## config.mk

```make
export PLATFORM = sky130hd
export DESIGN_NAME = prbs6_loss_mon
export DESIGN_NICKNAME = d
export VERILOG_FILES = /design/src/rtl/prbs6_loss_mon.sv
export SDC_FILE = /design/constraint.sdc
export NUM_CORES = 1
export LEC_CHECK = 0
export CAP_MARGIN = 0
export CELL_PAD_IN_SITES_DETAIL_PLACEMENT = 1
export CELL_PAD_IN_SITES_GLOBAL_PLACEMENT = 1
export CORE_AREA = 2 2 39 41
export DETAILED_ROUTE_END_ITERATION = 8
export DIE_AREA = 0 0 41 43
export GPL_ROUTABILITY_DRIVEN = 0
export PLACE_DENSITY = 0.67
export SLEW_MARGIN = 20
export SYNTH_ARGS = -nofsm -noshare
export SYNTH_HDL_FRONTEND = slang
export SYNTH_SLANG_ARGS = --single-unit
```

## constraint.sdc

```tcl
create_clock -name clk -period 3.55 [get_ports clk]
set_input_delay 0.71 -clock clk [delete_from_list [all_inputs] [get_ports clk]]
set_output_delay 0.71 -clock clk [all_outputs]
set_load 0.01 [all_outputs]
```

## src/rtl/prbs6_loss_mon.sv

```systemverilog
// Windowed error monitor for the LOCKED state: counts enabled bits in a window
// of WINDOW bits and the errors seen inside it, and strobes loss when the
// error count reaches LOSS_THRESH.
module prbs6_loss_mon #(
  parameter int unsigned WINDOW      = 63,
  parameter int unsigned LOSS_THRESH = 4
) (
  input  logic clk,
  input  logic rst_n,
  input  logic active,  // enabled bit while LOCKED
  input  logic clear,   // hold counters at zero (checker not LOCKED)
  input  logic err,     // current bit mismatches the prediction
  output logic loss
);

  localparam int unsigned BIT_W  = $clog2(WINDOW + 1);
  localparam int unsigned ERR_CW = $clog2(LOSS_THRESH + 1);

  logic [BIT_W-1:0]  bit_q, bit_d;
  logic [ERR_CW-1:0] err_q, err_d, err_sum;
  logic              wrap;

  // Next window state; the current bit's error counts toward loss before any wrap.
  always_comb begin
    err_sum = err_q + ERR_CW'(err);
    wrap    = (bit_q == BIT_W'(WINDOW - 1));
    loss    = active && (err_sum >= ERR_CW'(LOSS_THRESH));
    bit_d   = bit_q;
    err_d   = err_q;
    if (clear || loss) begin
      bit_d = '0;
      err_d = '0;
    end else if (active) begin
      if (wrap) begin
        bit_d = '0;
        err_d = '0;
      end else begin
        bit_d = bit_q + BIT_W'(1);
        err_d = err_sum;
      end
    end
  end

  // Window counters.
  always_ff @(posedge clk or negedge rst_n) begin
    if (!rst_n) begin
      bit_q <= '0;
      err_q <= '0;
    end else begin
      bit_q <= bit_d;
      err_q <= err_d;
    end
  end

endmodule

```

==> impl_metrics.env <==
export IMPL_pwr_share_clk_pct=37.5
export IMPL_die_w_microns=41
export IMPL_netlist_area_sq_um=499
export IMPL_crit_required_ps=2840
export IMPL_antenna_cells=0
export IMPL_vias_per_cell=5.19
export IMPL_end_kind="output port"
export IMPL_yosys_warnings=0
export IMPL_synth_top_family_by_area="simple AND/OR/NAND/NOR gates"
export IMPL_cp_buffers_inverters=3
export IMPL_tightest_slew_ps=419
export IMPL_syn_area_per_cell_sq_um=9.79
export IMPL_finalClockSkew_ps=2.88
export IMPL_nNetsFinal=69
export IMPL_p_int_mw=0.163
export IMPL_die_area_sq_mm=0.00176
export IMPL_ys_seq_area_share_pct=45.1
export IMPL_core_sq_mm=0.00138
export IMPL_hold_violations=0
export IMPL_synthCells=51
export IMPL_drtAntennaViolNets=0
export IMPL_first_pass_iters=4
export IMPL_switching_share_pct=26.5
export IMPL_synth_xor_area_share_pct=5.26
export IMPL_synth_seq_cells=9
export IMPL_gr_total_overflow=0
export IMPL_clkSinkCount=9
export IMPL_rr_worst_depth=6
export IMPL_p_per_area_mw_per_mm2=375
export IMPL_crit_path_start_kind="input pin"
export IMPL_htreeDepth=1
export IMPL_synth_area_leaders="dfrtp_1, ha_1, nand2_1, a31oi_4, xor2_1"
export IMPL_area_growth_pct=18.5
export IMPL_whs_path_depth=2
export IMPL_yosysMostFrequentCell="dfrtp_1"
export IMPL_max_freq_ghz=0.321
export IMPL_slew_headroom_pct=72.0
export IMPL_async_flop_share_pct=100
export IMPL_worstPathCellList="clkdlybuf4s50_1 > ha_1 > ha_1 > xor2_1 > nand2_1 > inv_1 > clkdlybuf4s50_1"
export IMPL_critPathArrivalTime_ps=2400
export IMPL_grt_max_degree=10
export IMPL_remaining_drc_errors=0
export IMPL_cts_tree="done"
export IMPL_synth_compound_area_share_pct=16.0
export IMPL_cts_inserted_buffers=3
export IMPL_routed_wirelength_microns=1010
export IMPL_drv_cap=0
export IMPL_synth_nets=60
export IMPL_hold_class="reg2reg"
export IMPL_p_sw_mw=0.0587
export IMPL_placementRows=14
export IMPL_postCtsHoldBufs=0
export IMPL_avgRoutedWirePerCell_microns=13.4
export IMPL_cp_depth=7
export IMPL_combPwrFrac_pct=12.2
export IMPL_hold_worst_slack_ps=496
export IMPL_critical_path_slowest_cell="clkdlybuf4s50_1"
export IMPL_timing_setup_tns_ps=0
export IMPL_synth_edf_count=0
export IMPL_grt_pass1_vias=413
export IMPL_slew_viol_final=0
export IMPL_crit_family="buffers and inverters"
export IMPL_path_max_fanout=5
export IMPL_cts_root_buf="clkbuf_4"
export IMPL_vdd_drop_max_uv=161
export IMPL_synth_cell_types=24
export IMPL_post_cts_buffers=0
export IMPL_antenna_found_initial=0
export IMPL_finalSetupViolCount=0
export IMPL_netlist_area_leader_share_pct=45.1
export IMPL_synth_ff_type="dfrtp_1"
export IMPL_synth_area_leader_cell="dfrtp_1"
export IMPL_fp_dieH_microns=43
export IMPL_grt_pass1_wl_microns=1650
export IMPL_status="complete, no violations"
export IMPL_setup_slack_ps=437
export IMPL_io_buffers=5
export IMPL_hpwlAfterDp_microns=735
export IMPL_p_leak_nw=0.271
export IMPL_post_route_min_period_ps=3110
export IMPL_rrSetupSlack_ps=2020
export IMPL_synth_area_mux_share_pct=2.01
export IMPL_path_clk_slew_ps=60
export IMPL_seqPwrFrac_pct=50.3
export IMPL_rsz0062_at_grt="false"
export IMPL_slowest_delay_ps=520
export IMPL_cts_buffer_depth=2
export IMPL_post_cts_resized=0
export IMPL_synth_adder_area_share_pct=10.0
export IMPL_finalCritPeriodShare_pct=87.7
export IMPL_ioPinCount=6
export IMPL_clk_latency_ps=270
export IMPL_grtUsageTotal_pct=14.5
export IMPL_initial_core_util_pct=36.1
export IMPL_worstSetupPathType="in2out"
export IMPL_synth_simple_gate_area_share_pct=17.8
export IMPL_final_layout_size_suffix_gt1_share_pct=11.9
export IMPL_pre_cts_ws_ps=437
export IMPL_vias=389
export IMPL_yosys_top_cells_count="dfrtp_1, nand2_1, ha_1, inv_1, o21ai_0"
export IMPL_dr_first_iter_drc_count=6
## worst register-to-register path, cell delays in order, from the launching register on
cell	delay (ps)
dfrtp_1	390
inv_1	90
ha_1	210
and3_1	210
a31oi_4	230
nand2_2	140
o22ai_1	190
## final timing paths
| kind | start | end |
|---|---|---|
| worst max-delay path | err | loss |
| min in group asynchronous | rst_n | bit_q[0] |
| worst max register to register | bit_q[0] | bit_q[4] |
| worst min-delay path | err_q[1] | err_q[1] |
| worst min register to register | err_q[1] | err_q[1] |
| max in group asynchronous | rst_n | err_q[0] |
## per-stage QoR
step                instance area, sq um  total power, mW  utilization [%]  std cells
finish                               592            0.222             42.8         75
global route                         592            0.234             42.8         75
CTS                                  592            0.226             42.8         75
detailed placement                   566            0.140             40.9         71
global placement                     566            0.140             40.9         71
floorplan                            499            0.127                -         51
## sequential cells by signal, summed over array words and instances, names as in the netlist
signal,flops
err_q,3
bit_q,6
## layout by cell type (no fill, tap or decap), drive strengths merged
cell and n:
xor2 2, a31oi 3, dfrtp 9, a21oi 2, nor2 2, o2111ai 1
inv 4, clkdlybuf4s50 5, and2 1, or2 1, xnor2 1, and3 1
ha 4, o21ai 3, o22ai 2, nand3 1, mux2i 1, nand2b 1
or3 1, nand2 9, clkbuf 4, nand4 1
## cell type report
class	count	area (sq um)
inverter	4	15.0
timing repair buffer	5	50.0
multi-input combinational	37	255
clock buffer	4	26.3
sequential	9	225
tap	16	20.0
fill	164	792
## cell families after synthesis
logic type | after synthesis
adders and majority gates | 4
muxes | 1
and+or+nand+nor | 18
buffers and inverters | 5
DFF | 9
AOI/OAI and AO/OA | 11
xor gates and xnor gates | 3
## layer usage
layer	vias to the layer above	global-route usage [%]	part of all wire, %
met3	4	3.14	3.8
li1	192	-	-
met2	6	22.8	45
met5	-	0	0
met1	187	16.2	49
met4	0	10.0	2.4
## power by group through the flow
stage / Clock (mW) / Sequential [mW] / Combinational [mW]
final: 0.0832 / 0.111 / 0.0270
after global routing: 0.0909 / 0.112 / 0.0312
after CTS: 0.0869 / 0.111 / 0.0277
after detailed placement: 0 / 0.113 / 0.0271
after global placement: 0 / 0.113 / 0.0264
after floorplan: 0 / 0.112 / 0.0151
(Power assumes the default switching activity.)
